### src/rtl/cpu_pkg.sv
// cpu_pkg: shared pipeline widths, the ID/EX bundle and the operand-select helper
// used by decode and execute.
package cpu_pkg;

    localparam int XLEN    = 32;
    localparam int RADDR_W = 5;
    localparam int CTRL_W  = 16;

    typedef struct packed {
        logic [XLEN-1:0]    pc;
        logic [XLEN-1:0]    imm;
        logic [XLEN-1:0]    rs1_data;
        logic [XLEN-1:0]    rs2_data;
        logic [RADDR_W-1:0] rs1;
        logic [RADDR_W-1:0] rs2;
        logic [RADDR_W-1:0] rd;
        logic [CTRL_W-1:0]  ctrl;
        logic               is_load;
        logic               reg_write;
    } ex_bundle_t;

    function automatic logic wb_hits(
        input logic               wb_reg_write,
        input logic [RADDR_W-1:0] wb_rd,
        input logic [RADDR_W-1:0] idx
    );
        return wb_reg_write && wb_rd != '0 && wb_rd == idx;
    endfunction

    // x0 reads as zero even if the register file or writeback says otherwise
    function automatic logic [XLEN-1:0] operand(
        input logic [RADDR_W-1:0] idx,
        input logic [XLEN-1:0]    rdata,
        input logic               wb_reg_write,
        input logic [RADDR_W-1:0] wb_rd,
        input logic [XLEN-1:0]    wb_data
    );
        return idx == '0 ? '0 : wb_hits(wb_reg_write, wb_rd, idx) ? wb_data : rdata;
    endfunction

endpackage

### src/rtl/id_hazard_unit.sv
// id_hazard_unit: combinational load-use detection and same-cycle writeback bypass
// for the two decode operands.
module id_hazard_unit
    import cpu_pkg::*;
(
    input  logic               ex_valid,
    input  logic               ex_is_load,
    input  logic               ex_reg_write,
    input  logic [RADDR_W-1:0] ex_rd,
    input  logic               id_valid,
    input  logic               id_use_rs1,
    input  logic               id_use_rs2,
    input  logic [RADDR_W-1:0] id_rs1,
    input  logic [RADDR_W-1:0] id_rs2,
    input  logic [XLEN-1:0]    id_rs1_data,
    input  logic [XLEN-1:0]    id_rs2_data,
    input  logic               wb_reg_write,
    input  logic [RADDR_W-1:0] wb_rd,
    input  logic [XLEN-1:0]    wb_data,
    output logic               lu,
    output logic [XLEN-1:0]    op1,
    output logic [XLEN-1:0]    op2
);

    logic load_in_ex;

    assign load_in_ex = ex_valid && ex_is_load && ex_reg_write && ex_rd != '0;
    assign lu = load_in_ex && id_valid &&
                ((id_use_rs1 && id_rs1 == ex_rd) || (id_use_rs2 && id_rs2 == ex_rd));
    assign op1 = operand(id_rs1, id_rs1_data, wb_reg_write, wb_rd, wb_data);
    assign op2 = operand(id_rs2, id_rs2_data, wb_reg_write, wb_rd, wb_data);

endmodule

### src/rtl/id_ex_stage.sv
// id_ex_stage: ID/EX pipeline register with writeback bypass, load-use bubble,
// flush, held-operand refresh and a saturating stall counter.
module id_ex_stage
    import cpu_pkg::*;
(
    input  logic               clk,
    input  logic               rst_n,
    input  logic               id_valid,
    output logic               id_ready,
    input  logic [XLEN-1:0]    id_pc,
    input  logic [RADDR_W-1:0] id_rs1,
    input  logic [RADDR_W-1:0] id_rs2,
    input  logic [RADDR_W-1:0] id_rd,
    input  logic               id_use_rs1,
    input  logic               id_use_rs2,
    input  logic [XLEN-1:0]    id_rs1_data,
    input  logic [XLEN-1:0]    id_rs2_data,
    input  logic [XLEN-1:0]    id_imm,
    input  logic [CTRL_W-1:0]  id_ctrl,
    input  logic               id_is_load,
    input  logic               id_reg_write,
    input  logic               wb_reg_write,
    input  logic [RADDR_W-1:0] wb_rd,
    input  logic [XLEN-1:0]    wb_data,
    input  logic               flush,
    input  logic               ex_ready,
    output logic               ex_valid,
    output logic [XLEN-1:0]    ex_pc,
    output logic [XLEN-1:0]    ex_imm,
    output logic [XLEN-1:0]    ex_rs1_data,
    output logic [XLEN-1:0]    ex_rs2_data,
    output logic [RADDR_W-1:0] ex_rs1,
    output logic [RADDR_W-1:0] ex_rs2,
    output logic [RADDR_W-1:0] ex_rd,
    output logic [CTRL_W-1:0]  ex_ctrl,
    output logic               ex_is_load,
    output logic               ex_reg_write,
    output logic [15:0]        stall_cnt
);

    ex_bundle_t      ex_q;
    ex_bundle_t      id_bundle;
    logic            adv;
    logic            lu;
    logic [XLEN-1:0] op1;
    logic [XLEN-1:0] op2;

    id_hazard_unit u_hazard (
        .ex_valid     (ex_valid),
        .ex_is_load   (ex_q.is_load),
        .ex_reg_write (ex_q.reg_write),
        .ex_rd        (ex_q.rd),
        .id_valid     (id_valid),
        .id_use_rs1   (id_use_rs1),
        .id_use_rs2   (id_use_rs2),
        .id_rs1       (id_rs1),
        .id_rs2       (id_rs2),
        .id_rs1_data  (id_rs1_data),
        .id_rs2_data  (id_rs2_data),
        .wb_reg_write (wb_reg_write),
        .wb_rd        (wb_rd),
        .wb_data      (wb_data),
        .lu           (lu),
        .op1          (op1),
        .op2          (op2)
    );

    assign adv      = !ex_valid || ex_ready;
    assign id_ready = flush || (adv && !lu);

    assign id_bundle = '{pc: id_pc, imm: id_imm, rs1_data: op1, rs2_data: op2,
                         rs1: id_rs1, rs2: id_rs2, rd: id_rd, ctrl: id_ctrl,
                         is_load: id_is_load, reg_write: id_reg_write};

    always_ff @(posedge clk or negedge rst_n) begin
        if (!rst_n) begin
            ex_valid  <= 1'b0;
            ex_q      <= '0;
            stall_cnt <= '0;
        end else begin
            if (flush || (adv && (lu || !id_valid))) begin
                ex_valid <= 1'b0;
            end else if (adv) begin
                ex_valid <= 1'b1;
                ex_q     <= id_bundle;
            end else begin
                // a held instruction must still see writebacks that land while it waits
                if (wb_hits(wb_reg_write, wb_rd, ex_q.rs1)) ex_q.rs1_data <= wb_data;
                if (wb_hits(wb_reg_write, wb_rd, ex_q.rs2)) ex_q.rs2_data <= wb_data;
            end
            if (lu && !flush && stall_cnt != 16'hFFFF) stall_cnt <= stall_cnt + 16'd1;
        end
    end

    assign ex_pc        = ex_q.pc;
    assign ex_imm       = ex_q.imm;
    assign ex_rs1_data  = ex_q.rs1_data;
    assign ex_rs2_data  = ex_q.rs2_data;
    assign ex_rs1       = ex_q.rs1;
    assign ex_rs2       = ex_q.rs2;
    assign ex_rd        = ex_q.rd;
    assign ex_ctrl      = ex_q.ctrl;
    assign ex_is_load   = ex_q.is_load;
    assign ex_reg_write = ex_q.reg_write;

endmodule

### config.mk
export PLATFORM = sky130hd
export DESIGN_NAME = id_ex_stage
export DESIGN_NICKNAME = d
export VERILOG_FILES = /design/src/rtl/cpu_pkg.sv /design/src/rtl/id_hazard_unit.sv /design/src/rtl/id_ex_stage.sv
export SDC_FILE = /design/constraint.sdc
export NUM_CORES = 1
export LEC_CHECK = 0
export ABC_AREA = 1
export BUFFER_PORTS_ARGS = -buffer_cell sky130_fd_sc_hd__buf_2
export CAP_MARGIN = 20
export CORE_AREA = 3 3 148 150
export CTS_BUF_LIST = sky130_fd_sc_hd__clkbuf_8
export CTS_CLUSTER_SIZE = 28
export DETAILED_ROUTE_END_ITERATION = 6
export DIE_AREA = 0 0 151 153
export HOLD_SLACK_MARGIN = 0.03
export PLACE_DENSITY = 0.75
export REMOVE_ABC_BUFFERS = 1
export SYNTH_ARGS = -nofsm -noshare
export SYNTH_HDL_FRONTEND = slang
export SYNTH_SLANG_ARGS = --single-unit
### constraint.sdc
create_clock -name clk -period 3.67 [get_ports clk]
set_input_delay 0.367 -clock clk [delete_from_list [all_inputs] [get_ports clk]]
set_output_delay 0.367 -clock clk [all_outputs]
set_load 0.005 [all_outputs]
==> results.txt, run 1 <==
- Counting flops with an async set or reset pin after synthesis yields a share of 100%.
* Floorplan die width: 151 um
- For the worst setup path, the data required time is 4.07 ns.
- H-tree lvl count: 4
- In this run the worst path has a maximum fanout of 59.
* Aggregate global routing overflow: 0
- Crit path arrival time: 2.83 ns
- Max Clock Skew: 0.0191 ns
- Detail-routed via count per cell: 4.87
- Together, buffers and inverters on the worst path number 2.
* Hold path cells: 3
- Detailed routing inserted a total of 9491 vias.
- The slowest stage of the critical path is the sky130_fd_sc_hd__nor2_4 cell.
* Number of top-level design ports: 385
* Achievable Freq: 0.411 GHz
* Initial antenna violation count: 1
- WL per Instance: 14.9 um
- Counting cells, the worst reg-to-reg path comes to 12.
- GR Util All Layers: 24.6%
- Max-cap violation count: 0
* Startpoint types: flip-flop
* Die height: 153 um
- Remaining antenna violation count: 0
* Fin nets: 1865
* Yosys warning total: 0
- Combinational family with the most area after synthesis: simple AND/OR/NAND/NOR gates
- Post-CTS setup buffers: 0
- For this run, design rule violations remaining after detail routing come to 0.
- Summing the areas of all xor and xnor instances in the mapped netlist gives 2.82% of the synthesized area.
- Total of cells resized after clock tree synthesis: 0
- Area of the die: 0.0231 mm2
- Summing the areas of all and, or, nand and nor instances in the mapped netlist gives 31.5% of the synthesized area.
- Wire length of the first global-routing pass: 45900 um
* Post-route design area: 0.0118 mm2
- Sequential element share of the synthesized area: 47.8%
- Dividing total power by cell area gives a power density of 428 mW/mm2.
* Clock transition at the registers of the reported paths: 0.11 ns
- Share of the synthesized area in the top cell type: 47.8%
* Area delta synth->final: 26.0%
- For the pin with the worst max-slew slack, the measured transition is 1.05 ns.
- IR analysis of the VDD net gives a maximum drop of 0.221 mV.
- The critical path is of the reg -> reg type.
* Final hold violation count: 0
- Share of post-route cells with drive strength above 1: 27.0%
- Via count of the first global-routing pass: 9004
- Counting flops with a built-in enable in the synthesized netlist gives 0.
* Pin count of the biggest net entering global routing: 91
- Cell seen most often among critical-path stages: sky130_fd_sc_hd__nand2_1
- Post-detailed-placement half-perimeter wirelength: 20400 um
- In this run the number of cells on the critical path is 12.
- Cell family contributing the most delay on the critical path: simple AND/OR/NAND/NOR gates
* Setup TNS Final: 0 ns
- Detailed-routing iteration count for the pre-antenna-repair pass: 5
* Total placed instance area: 0.0113 mm2
- The portion of synthesized area spent on multiplexers is 0%.
- Hold WC Path Type: in -> reg
* Compound-gate portion of the synthesized area: 9.54%
* Worst-case headroom to the max-slew limit: 29.8%
* Cell count after synthesis: 1313
- Clk root buf: sky130_fd_sc_hd__clkbuf_8
- The most used flip-flop cell after synthesis is sky130_fd_sc_hd__dfrtp_1.
- Clock tree synthesis found a total of 178 sinks.
- Setup repair after global routing left no endpoint under its margin.
* Number of library cell types mapped by synthesis: 28
- Final period demand of the worst path: 2.44 ns
- Cell type contributing the most total cell area after synthesis: sky130_fd_sc_hd__dfrtp_1
- Final-report max-slew violation count: 0
- Count of buffers inserted at the top-level ports: 384
- The clock passes through at most 2 buffers.
- Of the available clock period, the critical path in the final layout requires 66.4%.
- Cell area after synthesis: 0.00933 mm2
* Final routed wirelength across all metal layers: 29100 um
- The core region is 0.0208 mm2.
- Detailed router's first-iteration violation count: 429
- Clock tree from TritonCTS: built
- For this design the static power due to leakage is 0.00706 uW.
* Sequence of cells on the critical path: inv_2 -> nand2_1 -> nand2_1 -> nor2_1 -> nand3_1 -> nand2_1 -> nand2_2 -> nand2_4 -> nor2_4 -> buf_12 -> nand2_1 -> nand2_1
* Fraction of the mapped netlist area in adder cells: 0.134%
- Crit path capture type: flip-flop
- Count of standard-cell rows: 53
- Cell types occupying the most area after synthesis: sky130_fd_sc_hd__dfrtp_1 48%, sky130_fd_sc_hd__nand2_1 25%, sky130_fd_sc_hd__o21ai_0 5.6%
- A synthesized cell averages 7.10 um2.
* Inserted Clock Buffers: 17
- In this design, the stage delay of the slowest critical-path cell is 0.73 ns.
- Routability-driven placement finished with a final weighted congestion of 0.877.
* Number of endpoints failing setup at the final stage: 0
- Initial Utilization: 44.8%
- FILL cells: 1995
* Skew-Pair Late Insertion Delay: 0.46 ns
* Status: completed
- Counting flops and latches in the post-synthesis netlist gives 178.
routing by layer:
layer	GRT usage (%)	vias to the layer above	wire length [um]
met5	0	-	0
met4	10.8	0	1110
met3	6.26	75	2550
met2	40.9	406	13700
met1	30.2	4298	11700
li1	-	4712	-
path summary, 6_finish.rpt:
path / startpoint / to / slack (ns)
setup / recovery: ex_rd[3] / ex_imm[10] / 1.23
hold / removal: id_imm[17] / ex_imm[17] / 0.1
setup reg to reg: ex_rd[3] / ex_imm[10] / 1.23
hold reg to reg: ex_rs1_data[25] / ex_rs1_data[25] / 0.48
max in group asynchronous: rst_n / ex_pc[4] / 2.20
min in group asynchronous: rst_n / ex_rs1_data[17] / 0.57
cell usage in the layout (no fill, tap or decap), types with 2 or more instances in the layout:
cell,Yosys,routed
sky130_fd_sc_hd__nand2_1,630,630
sky130_fd_sc_hd__buf_2,42,383
sky130_fd_sc_hd__dfrtp_1,178,178
sky130_fd_sc_hd__o21ai_0,105,105
sky130_fd_sc_hd__inv_1,92,92
sky130_fd_sc_hd__nor2_1,89,89
sky130_fd_sc_hd__a21oi_1,66,66
sky130_fd_sc_hd__xor2_1,26,26
sky130_fd_sc_hd__clkbuf_8,0,18
sky130_fd_sc_hd__inv_2,10,10
sky130_fd_sc_hd__nor3_1,10,10
sky130_fd_sc_hd__nand3_1,9,9
sky130_fd_sc_hd__buf_4,8,9
sky130_fd_sc_hd__nand4_1,6,6
sky130_fd_sc_hd__inv_6,0,5
sky130_fd_sc_hd__nand2_2,4,4
sky130_fd_sc_hd__xnor2_1,4,4
sky130_fd_sc_hd__inv_8,0,3
sky130_fd_sc_hd__clkinv_4,0,3
sky130_fd_sc_hd__buf_12,0,3
sky130_fd_sc_hd__nor2_4,2,2
sky130_fd_sc_hd__a21oi_2,2,2
sky130_fd_sc_hd__nand3_2,2,2
sky130_fd_sc_hd__clkinv_2,0,2
logic make-up (layout without fill, tap and decap cells):
logic type                 Yosys count  in the layout
and+or+nand+nor                    756            756
DFF                                178            178
AOI/OAI and AO/OA                  174            174
buffers and inverters              174            532
xor gates and xnor gates            30             30
adders and majority gates            1              1
other                                0              1
tightest hold or removal path, stage by stage:
cell and delay, ns:
sky130_fd_sc_hd__buf_2 0.08, sky130_fd_sc_hd__nand2_1 0.04, sky130_fd_sc_hd__nand2_1 0.05
metrics by stage:
stage	power, uW	cells	hold WS (ns)	setup WS (ns)	utilization [%]
after global placement	3670	1913	0.457	1.26	54.5
after floorplan	2990	1242	0.0714	0.699	-
after CTS	5080	1946	0.0608	1.24	56.4
after detailed placement	3700	1913	0.459	1.19	54.5
after global routing	5350	1947	0.0782	0.899	56.4
final	5030	1947	0.0985	1.23	56.4
synthesized netlist by cell type, drive strengths merged (6+ instances only):
cell    instances
nand2         635
buf            54
dfrtp         178
nor2           91
o21ai         105
nor3           11
inv           102
nand4           6
xor2           26
nand3          11
clkbuf         17
a21oi          69
layout make-up:
type	count	area, um2	share of cell area, %
Antenna cell	1	2.50	0.0213
Multi-Input combinational cell	961	4110	34.9
Clock inverter	14	144	1.22
Inverter	103	387	3.29
Tap cell	275	344	2.93
Clock buffer	18	248	2.11
Sequential cell	178	4450	37.9
Timing Repair Buffer	397	2070	17.6
where the power goes:
| group | internal, uW | switching (uW) | leakage [uW] |
|---|---|---|---|
| combinational | 510 | 693 | 0.00465 |
| sequential | 2270 | 185 | 0.00221 |
| clock | 581 | 787 | 0.000205 |
registers in the layout, indices dropped and copies added, names as in the netlist, 5 cells and up:
name / flops
ex_rs1: 5
ex_rs2_data: 32
ex_rs1_data: 32
ex_imm: 32
ex_rs2: 5
ex_pc: 32
ex_rd: 5
ex_ctrl: 16
stall_cnt: 16
timing repair:
| item | CTS | global route |
|---|---|---|
| hold endpoints to repair | 81 | 0 |
| hold buffers | 1 | 0 |
| setup endpoints to repair | 0 | 0 |
(Power assumes the default switching activity.)
==> inputs of run 2 (changes only) <==
--- a/config.mk
+++ b/config.mk
@@ -8,13 +8,13 @@
 export ABC_AREA = 1
 export BUFFER_PORTS_ARGS = -buffer_cell sky130_fd_sc_hd__buf_2
 export CAP_MARGIN = 20
-export CORE_AREA = 3 3 148 150
+export CORE_MARGIN = 3
+export CORE_UTILIZATION = 45
 export CTS_BUF_LIST = sky130_fd_sc_hd__clkbuf_8
 export CTS_CLUSTER_SIZE = 28
 export DETAILED_ROUTE_END_ITERATION = 6
-export DIE_AREA = 0 0 151 153
 export HOLD_SLACK_MARGIN = 0.03
-export PLACE_DENSITY = 0.75
+export PLACE_DENSITY = 0.79
 export REMOVE_ABC_BUFFERS = 1
 export SYNTH_ARGS = -nofsm -noshare
 export SYNTH_HDL_FRONTEND = slang
==> constraint.sdc (replaced) <==
create_clock -name clk -period 2.1 [get_ports clk]
set_input_delay 0.21 -clock clk [delete_from_list [all_inputs] [get_ports clk]]
set_output_delay 0.21 -clock clk [all_outputs]
set_load 0.005 [all_outputs]
==> results.txt, run 2 (synthesis results as in run 1) <==
- Most used cells in the layout excluding fill and tap cells: 629 x sky130_fd_sc_hd__nand2_1, 383 x sky130_fd_sc_hd__buf_2, 178 x sky130_fd_sc_hd__dfrtp_1, 105 x sky130_fd_sc_hd__o21ai_0, 94 x sky130_fd_sc_hd__dlygate4sd3_1
- STA classifies the critical path startpoint as a primary input.
- Crit path arrival time: 2.38 ns (-0.45 ns)
- Skew-Pair Late Insertion Delay: 0.46 ns (about the same)
- Die height: 150 um (-2.0%)
- The smallest clock period supported by the final layout is computed as 1.99 ns.
* Worst Path Max Fanout: 24 (-59%)
- Cell type of the slowest stage on the worst timing path: sky130_fd_sc_hd__dlygate4sd3_1
* Initial antenna violation count: 2 (+1)
* Total leakage power: 0.00761 uW (+7.8%)
- Clock transition at the registers of the reported paths: 0.10 ns (about the same)
- The area growth from synthesis to layout is 39.0%.
- Achievable Freq: 0.502 GHz
* Max clock buf depth: 2 (unchanged)
* Detailed router's first-iteration violation count: 734 (+71%)
- Crit path capture type: flip-flop
- The worst hold path begins at id_rs1[2].
- The number of buffers added on ports is 384 (unchanged).
- The overall die width was 150 um (-0.69%).
* FILL cells: 1739 (-13%)
- Final cycle utilization of the critical path: 94.8%
* WL per Instance: 16.0 um (+6.9%)
- Startpoint of the lowest-slack register-to-register path: ex_rd[1]
- The minimum hold slack was 0.0723 ns (-0.0262 ns).
* Number of endpoints failing setup at the final stage: 0 (unchanged)
* Inserted Clock Buffers: 17 (unchanged)
* Final-report max-slew violation count: 0 (unchanged)
- The placed wire-length estimate is 21400 um (+4.5%).
* H-tree lvl count: 4 (unchanged)
- The via count normalized by instance count is 5.08 (+4.1%).
* VDD IR max: 0.456 mV (+110%)
- Critical Path RT: 2.48 ns (-1.59 ns)
* Setup TNS Final: 0 ns (unchanged)
- The power per unit of standard cell area is 701 mW/mm2 (+64%).
- The number of nets still failing antenna checks after routing was 0 (unchanged).
- Initial Utilization: 45.9% (+1.2 points)
* Cell seen most often among critical-path stages: sky130_fd_sc_hd__nand2_1
* Transition time at the pin with the least slew margin: 0.550 ns (-0.500 ns)
- The overall power after layout is 9090 uW (+81%).
* Critical path start-end classification: in -> reg
- The largest stage delay on the critical path was 0.56 ns (-0.17 ns).
- Post-route design area: 0.0130 mm2 (+10%)
- Clk root buf: sky130_fd_sc_hd__clkbuf_8
- Max-cap violation count: 0 (unchanged)
- The signal on the critical path passes through dlygate4sd3_1 -> buf_2 -> inv_1 -> nand2_1 -> nand2_1 -> nor2_1 -> nand3_1 -> nand2_2 -> nand2_4 -> nand2_4 -> nor2_4 -> buf_4 -> nand2_1 -> nand2_1.
- Worst-case headroom to the max-slew limit: 63.3% (+34 points)
* GR Util All Layers: 28.6% (+4.0 points)
- The final net count was 1982 (+6.3%).
* Final routed wirelength across all metal layers: 32900 um (+13%)
- The flow ran to the end, and the final reports show no timing, DRC or antenna violations.
- The largest net degree at the start of global routing came to 65 (-29%).
* Share of post-route cells with drive strength above 1: 26.7% (-0.37 points)
* Wire length of the first global-routing pass: 51300 um (+12%)
* Area inside the core boundary: 0.0203 mm2 (-2.5%)
- The worst hold path belongs to the class in -> reg.
- The number of endpoints with negative hold slack in the final report is 0 (unchanged).
- Count of standard-cell rows: 52 (-1.9%)
- The total die area is 0.0225 mm2 (-2.7%).
* Via count of the first global-routing pass: 10100 (+13%)
- Startpoint of the most critical setup path: id_rs1[0]
* Count of vias placed by the detailed router: 10500 (+10%)
* Total placed instance area: 0.0116 mm2 (+2.0%)
* Aggregate global routing overflow: 0 (unchanged)
- TritonCTS built the clock tree.
- The placer's final routability congestion estimate came to 0.922 (+5.2%).
* Number of top-level design ports: 385 (unchanged)
- Final routed DRC violation total: 0 (unchanged)
- The library cell used most frequently in the layout, excluding fill and tap cells, is sky130_fd_sc_hd__nand2_1.
- Max Clock Skew: 0.0288 ns (+0.00969 ns)
* Clk sinks: 178 (unchanged)
- The count of TritonRoute iterations in the first routing pass is 5 (unchanged).
## run 2: cell types whose count changed in the layout (fill, tap and decap cells not counted)
cell,before,now
sky130_fd_sc_hd__clkinvlp_4,0,1
sky130_fd_sc_hd__inv_1,92,93
sky130_fd_sc_hd__clkinv_4,3,2
sky130_fd_sc_hd__buf_12,3,10
sky130_fd_sc_hd__nand2_4,1,2
sky130_fd_sc_hd__dlygate4sd3_1,1,94
sky130_fd_sc_hd__diode_2,1,4
sky130_fd_sc_hd__nor3_4,1,2
sky130_fd_sc_hd__clkinv_1,1,0
sky130_fd_sc_hd__nand2_1,630,629
sky130_fd_sc_hd__buf_4,9,25
## run 2: final timing paths
kind / endpoint / slack, ns / cells after the start
worst max-delay path: ex_ctrl[4] / 0.11 / 14
worst min-delay path: ex_rs1[2] / 0.07 / 3
worst max register to register: ex_ctrl[4] / 0.13 / 10
worst min register to register: ex_rs2_data[24] / 0.48 / 2
max in group asynchronous: ex_imm[12] / 1.12 / 3
min in group asynchronous: ex_ctrl[6] / 0.28 / 2
## run 2: per-layer routing
| layer | up-vias | global-route usage, % | share of wire, % |
|---|---|---|---|
| met5 | - | 0 | 0 |
| met4 | 0 | 14.0 | 4.8 |
| met3 | 119 | 7.09 | 9.2 |
| met2 | 642 | 47.2 | 47 |
| met1 | 4748 | 35.1 | 39 |
| li1 | 4959 | - | - |
## run 2: layout make-up
cell class	instances	area, um2	share of cell area (%)
Sequential cell	178	4450	34.4
Multi-Input combinational cell	962	4130	31.8
Timing Repair Buffer	513	3260	25.1
Inverter	103	388	2.99
Tap cell	270	338	2.61
Clock buffer	18	248	1.91
Clock inverter	14	141	1.09
Antenna cell	4	10.0	0.0772
## run 2: repair_timing
action	4_1_cts	5_1_grt
hold buffers	94	0
endpoints found under the setup margin	10	86
pin swaps	1	3
cloned	1	0
endpoints found under the hold margin	144	0
setup buffers	0	4
gates resized for setup	1	3
## run 2: power breakdown
part	switching [uW]	internal [uW]
logic	1310	1050
registers	335	3970
clock network	1410	1010
## run 2: stage by stage
stage,util [%],worst slack (ns),cells
finish,63.9,0.109,2062
global route,63.8,-0.0125,2060
floorplan,-,-0.871,1242
detailed placement,57.0,-0.255,1927
CTS,63.6,0.0311,2054
global placement,57.0,-0.199,1927
## run 2: critical path: cells and delay by family
family,cells,cell delay (ns)
simple gates,10,0.99
buf+inv,4,1.15
==> inputs of run 3 (changes only) <==
--- a/config.mk
+++ b/config.mk
@@ -5,17 +5,17 @@
 export SDC_FILE = /design/constraint.sdc
 export NUM_CORES = 1
 export LEC_CHECK = 0
-export ABC_AREA = 1
 export BUFFER_PORTS_ARGS = -buffer_cell sky130_fd_sc_hd__buf_2
 export CAP_MARGIN = 20
-export CORE_MARGIN = 3
-export CORE_UTILIZATION = 45
+export CORE_AREA = 3 3 148 150
 export CTS_BUF_LIST = sky130_fd_sc_hd__clkbuf_8
 export CTS_CLUSTER_SIZE = 28
 export DETAILED_ROUTE_END_ITERATION = 6
+export DIE_AREA = 0 0 151 153
 export HOLD_SLACK_MARGIN = 0.03
-export PLACE_DENSITY = 0.79
+export PLACE_DENSITY = 0.7
 export REMOVE_ABC_BUFFERS = 1
+export SLEW_MARGIN = 20
 export SYNTH_ARGS = -nofsm -noshare
 export SYNTH_HDL_FRONTEND = slang
 export SYNTH_SLANG_ARGS = --single-unit
==> results.txt, run 3 <==
* Status: finished with violations
- The final reports fail on setup timing.
- The total length of routed wires came to 25200 um (-24%).
- Delay of the slowest critical-path stage: 0.40 ns (-0.16 ns)
- Number of buffers and inverters on the critical path: 3 (-1)
- The number of failing setup endpoints in the final timing report is 165 (+165).
- STA classifies the critical path endpoint as a flip-flop.
- Power per Cell Area: 744 mW/mm2 (+6.1%)
- Detailed-routing iteration count for the pre-antenna-repair pass: 5 (unchanged)
* Unrepaired setup endpoints after global routing: true
* Final-report max-slew violation count: 0 (unchanged)
* Placed insts: 1239 (-36%)
- Wire length of the first global-routing pass: 37500 um (-27%)
- Post-detailed-placement half-perimeter wirelength: 17500 um (-18%)
* Clk sinks: 178 (unchanged)
- Dominant cell by count in the synthesized netlist: sky130_fd_sc_hd__dfrtp_1
- Clk root buf: sky130_fd_sc_hd__clkbuf_8
- Cell type of the slowest stage on the worst timing path: sky130_fd_sc_hd__dfrtp_1
* Cell type contributing the most total cell area after synthesis: sky130_fd_sc_hd__dfrtp_1
- Worst-case setup margin in the final layout: -0.268 ns (-0.376 ns)
- Cell types occupying the most area after synthesis: sky130_fd_sc_hd__dfrtp_1 56%, sky130_fd_sc_hd__mux2_2 21%, sky130_fd_sc_hd__a22o_1 7.1%
- Ys async rst share: 100% (unchanged)
* Count of buffers inserted at the top-level ports: 384 (unchanged)
- Hold WC Path Type: in -> reg
- Skew-Pair Late Insertion Delay: 0.45 ns (about the same)
* Crit path arrival time: 2.70 ns (+0.32 ns)
* XOR/XNOR Fraction of Synth Area: 4.88% (+2.1 points)
* VDD IR max: 0.392 mV (-14%)
- Critical Path RT: 2.43 ns (-0.05 ns)
- Combinational family with the most area after synthesis: multiplexers
- The complex-gate fraction of the synthesized area was 8.61% (-0.93 points).
- The portion of total power attributed to sequential cells was 47.1% (-0.3 points).
* Register bit total from synthesis: 178 (unchanged)
- Sequential element share of the synthesized area: 56.5% (+8.7 points)
- Total leakage power: 0.00607 uW (-20%)
* Remaining antenna violation count: 0 (unchanged)
- Max Clock Skew: 0.0133 ns (-0.0155 ns)
- The total die area is 0.0231 mm2 (+2.7%).
- The number of buffers between clock root and the deepest sink was 2 (unchanged).
- Critical path start-end classification: reg -> reg
* Final cycle utilization of the critical path: 113% (+18 points)
* WL per Instance: 18.3 um (+14%)
- Diodes inserted: 0 (-4)
* Switching part of the total power: 28.3% (-5.4 points)
- H-tree lvl count: 4 (unchanged)
- The final net count was 1298 (-35%).
- The row count is 53 (+1.9%).
* Combinational fraction of design power: 25.8% (-0.2 points)
- Number of library cell types mapped by synthesis: 36 (+29%)
- The worst setup slack after placement is -0.239 ns (+0.0161 ns).
- The number of ports placed on the die boundary was 385 (unchanged).
- The total internal power came to 6610 uW (+9.6%).
* Cell area after synthesis: 0.00789 mm2 (-15%)
- The number of global-route vias before repair is 7121 (-30%).
- The total number of yosys warnings is 0 (unchanged).
* Worst Path Max Fanout: 30 (+25%)
* Die height: 153 um (+2.0%)
- Achievable Freq: 0.422 GHz (-16%)
- Pin count of the biggest net entering global routing: 56 (-14%)
* Detail-routed via count per cell: 4.93 (-2.8%)
* Initial antenna violation count: 0 (-2)
* Floorplan die width: 151 um (+0.69%)
- The total number of vias is 6799 (-35%).
- Dominant register cell in the synthesized netlist: sky130_fd_sc_hd__dfrtp_1
- Final hold violation count: 0 (unchanged)
* Area delta synth->final: 57.0%
- The clock-pin slew of the registers on the worst-case setup and hold paths is 0.10 ns (about the same).
- Transition time at the pin with the least slew margin: 0.664 ns (+0.114 ns)
- Multiplexer fraction of the synthesized cell area: 23.3% (+23 points)
- The total negative slack is -33.17 ns (-33.17 ns).
- The total CTS buffers is 17 (unchanged).
* Synth Area in Simple Gates: 4.03% (-27 points)
- The reported net switching power is 2610 uW (-15%).
* Worst-case headroom to the max-slew limit: 55.6% (-7.7 points)
- Traced cell by cell, the critical path runs through buf_6 -> xor2_1 -> nor4_1 -> a32oi_1 -> buf_4 -> o2111a_4 -> o21bai_4 -> buf_12 -> mux2_1.
- Leaving out fill and tap cells, the most frequent cells in the layout are 383 x sky130_fd_sc_hd__buf_2, 178 x sky130_fd_sc_hd__dfrtp_1, 144 x sky130_fd_sc_hd__mux2_2, 89 x sky130_fd_sc_hd__dlygate4sd3_1, 64 x sky130_fd_sc_hd__a22o_1.
- Most common cell after layout, fill and taps aside: sky130_fd_sc_hd__buf_2
- The effective utilization at floorplan was 37.9% (-8.1 points).
- Number of enable-type register cells in the synthesized netlist: 0 (unchanged)
- Area inside the core boundary: 0.0208 mm2 (+2.6%)
- Detailed router's first-iteration violation count: 206 (-72%)
- The fraction of post-synthesis cell area in the top cell type by area was 56.5% (+8.7 points).
- Average instance area after synthesis: 14.2 um2 (+100%)
* Cell family contributing the most delay on the critical path: compound AO/OA/AOI/OAI gates
- GR Util All Layers: 20.7% (-7.9 points)
- The placer's final routability congestion estimate was 0.827 (-10%).
- Count of placed standard cells in the final layout, fillers left out: 1378 (-33%)
- The cell count after synthesis was 554 (-58%).
- The adder-cell share of the synthesized area was 0.159% (+0.024 points).
- Final period demand of the worst path: 2.37 ns (+0.376 ns)
- The detailed-route DRC error count is 0 (unchanged).
- The number of maximum-capacitance violations is 0 (unchanged).
- Share of post-route cells with drive strength above 1: 60.7% (+34 points)
* Clk network pwr share: 27.0% (+0.3 points)
* Aggregate global routing overflow: 0 (unchanged)
- Startpoint types: flip-flop
* FILL cells: 1620 (-6.8%)
- Most numerous cell types in the synthesized netlist: 178 x sky130_fd_sc_hd__dfrtp_1, 147 x sky130_fd_sc_hd__mux2_2, 64 x sky130_fd_sc_hd__a22o_1
* Clock tree from TritonCTS: built
## run 3: cell types whose count changed in the layout (fill, tap and decap cells not counted), moves of 10 or more
cell	previous run	this run
sky130_fd_sc_hd__nor2_1	89	3
sky130_fd_sc_hd__inv_1	93	3
sky130_fd_sc_hd__xnor2_1	4	23
sky130_fd_sc_hd__o21ai_0	105	0
sky130_fd_sc_hd__mux2_1	0	15
sky130_fd_sc_hd__a21oi_1	66	1
sky130_fd_sc_hd__inv_2	10	0
sky130_fd_sc_hd__nand2_1	629	8
sky130_fd_sc_hd__buf_4	25	49
sky130_fd_sc_hd__buf_6	1	13
sky130_fd_sc_hd__mux2_2	0	144
sky130_fd_sc_hd__a22o_1	0	64
## run 3: per-layer routing
metal,vias up,track usage (%),wire (um)
li1,3120,-,-
met1,3334,24.2,9940
met2,300,36.0,12600
met3,45,5.81,1960
met4,0,7.60,672
met5,-,0,0
## run 3: worst min-delay path, delay by kind of cell
kind	cells	cell delay, ns
buffers and inverters	1	0.07
multiplexers	1	0.13
AO/OA/AOI/OAI	1	0.10
## run 3: logic make-up after synthesis
kind of cell	after synthesis
buffers and inverters	37
xor gates and xnor gates	44
AOI/OAI and AO/OA	75
adders and majority gates	1
muxes	163
DFF	178
and+or+nand+nor	56
## run 3: final cells by class
type,count,area [um2],share of cell area [%]
clock buffers,17,234,1.89
clock inverters,14,179,1.44
inverters,2,7.51,0.0606
multi-input cells,339,3450,27.8
flip-flops and latches,178,4450,36.0
well taps,275,344,2.78
repair buffers,553,3720,30.0
## run 3: power groups by stage
stage / Combinational, uW / Sequential (uW) / Clock (uW)
final: 2380 / 4340 / 2490
after global routing: 2590 / 4420 / 2710
after CTS: 2370 / 4330 / 2600
after detailed placement: 2190 / 4390 / 0
after global placement: 2150 / 4380 / 0
after floorplan: 843 / 4430 / 0
## run 3: worst paths after layout
check | start | end | slack, ns | cells past startpoint
hold / removal | id_rs2_data[3] | ex_rs2_data[3] | 0.1 | 3
max in group asynchronous | rst_n | ex_pc[8] | 1.13 | 3
setup / recovery | ex_rd[0] | ex_rs2_data[25] | -0.27 | 9
min in group asynchronous | rst_n | ex_rs1_data[8] | 0.30 | 2
hold reg to reg | ex_rs1_data[3] | ex_rs1_data[3] | 0.49 | 1
setup reg to reg | ex_rd[0] | ex_rs2_data[25] | -0.27 | 9
## run 3: what timing repair did
item / in CTS / in global routing
endpoints found under the hold margin: 138 / 0
endpoints found under the setup margin: 176 / 177
pin swaps: 5 / 14
buffers inserted: 7 / 11
cloned: 1 / 2
resized for setup: 24 / 33
hold buffers: 89 / 0
## run 3: metrics by stage
step	util, %	area (um2)	hold slack, ns	power, uW
2_1_floorplan	-	7690	-0.0856	5270
3_3_place_gp	51.0	10600	0.215	6530
3_5_place_dp	51.0	10600	0.219	6590
4_1_cts	58.1	12100	0.0408	9290
5_1_grt	59.5	12400	0.0441	9720
6_report	59.5	12400	0.0951	9220
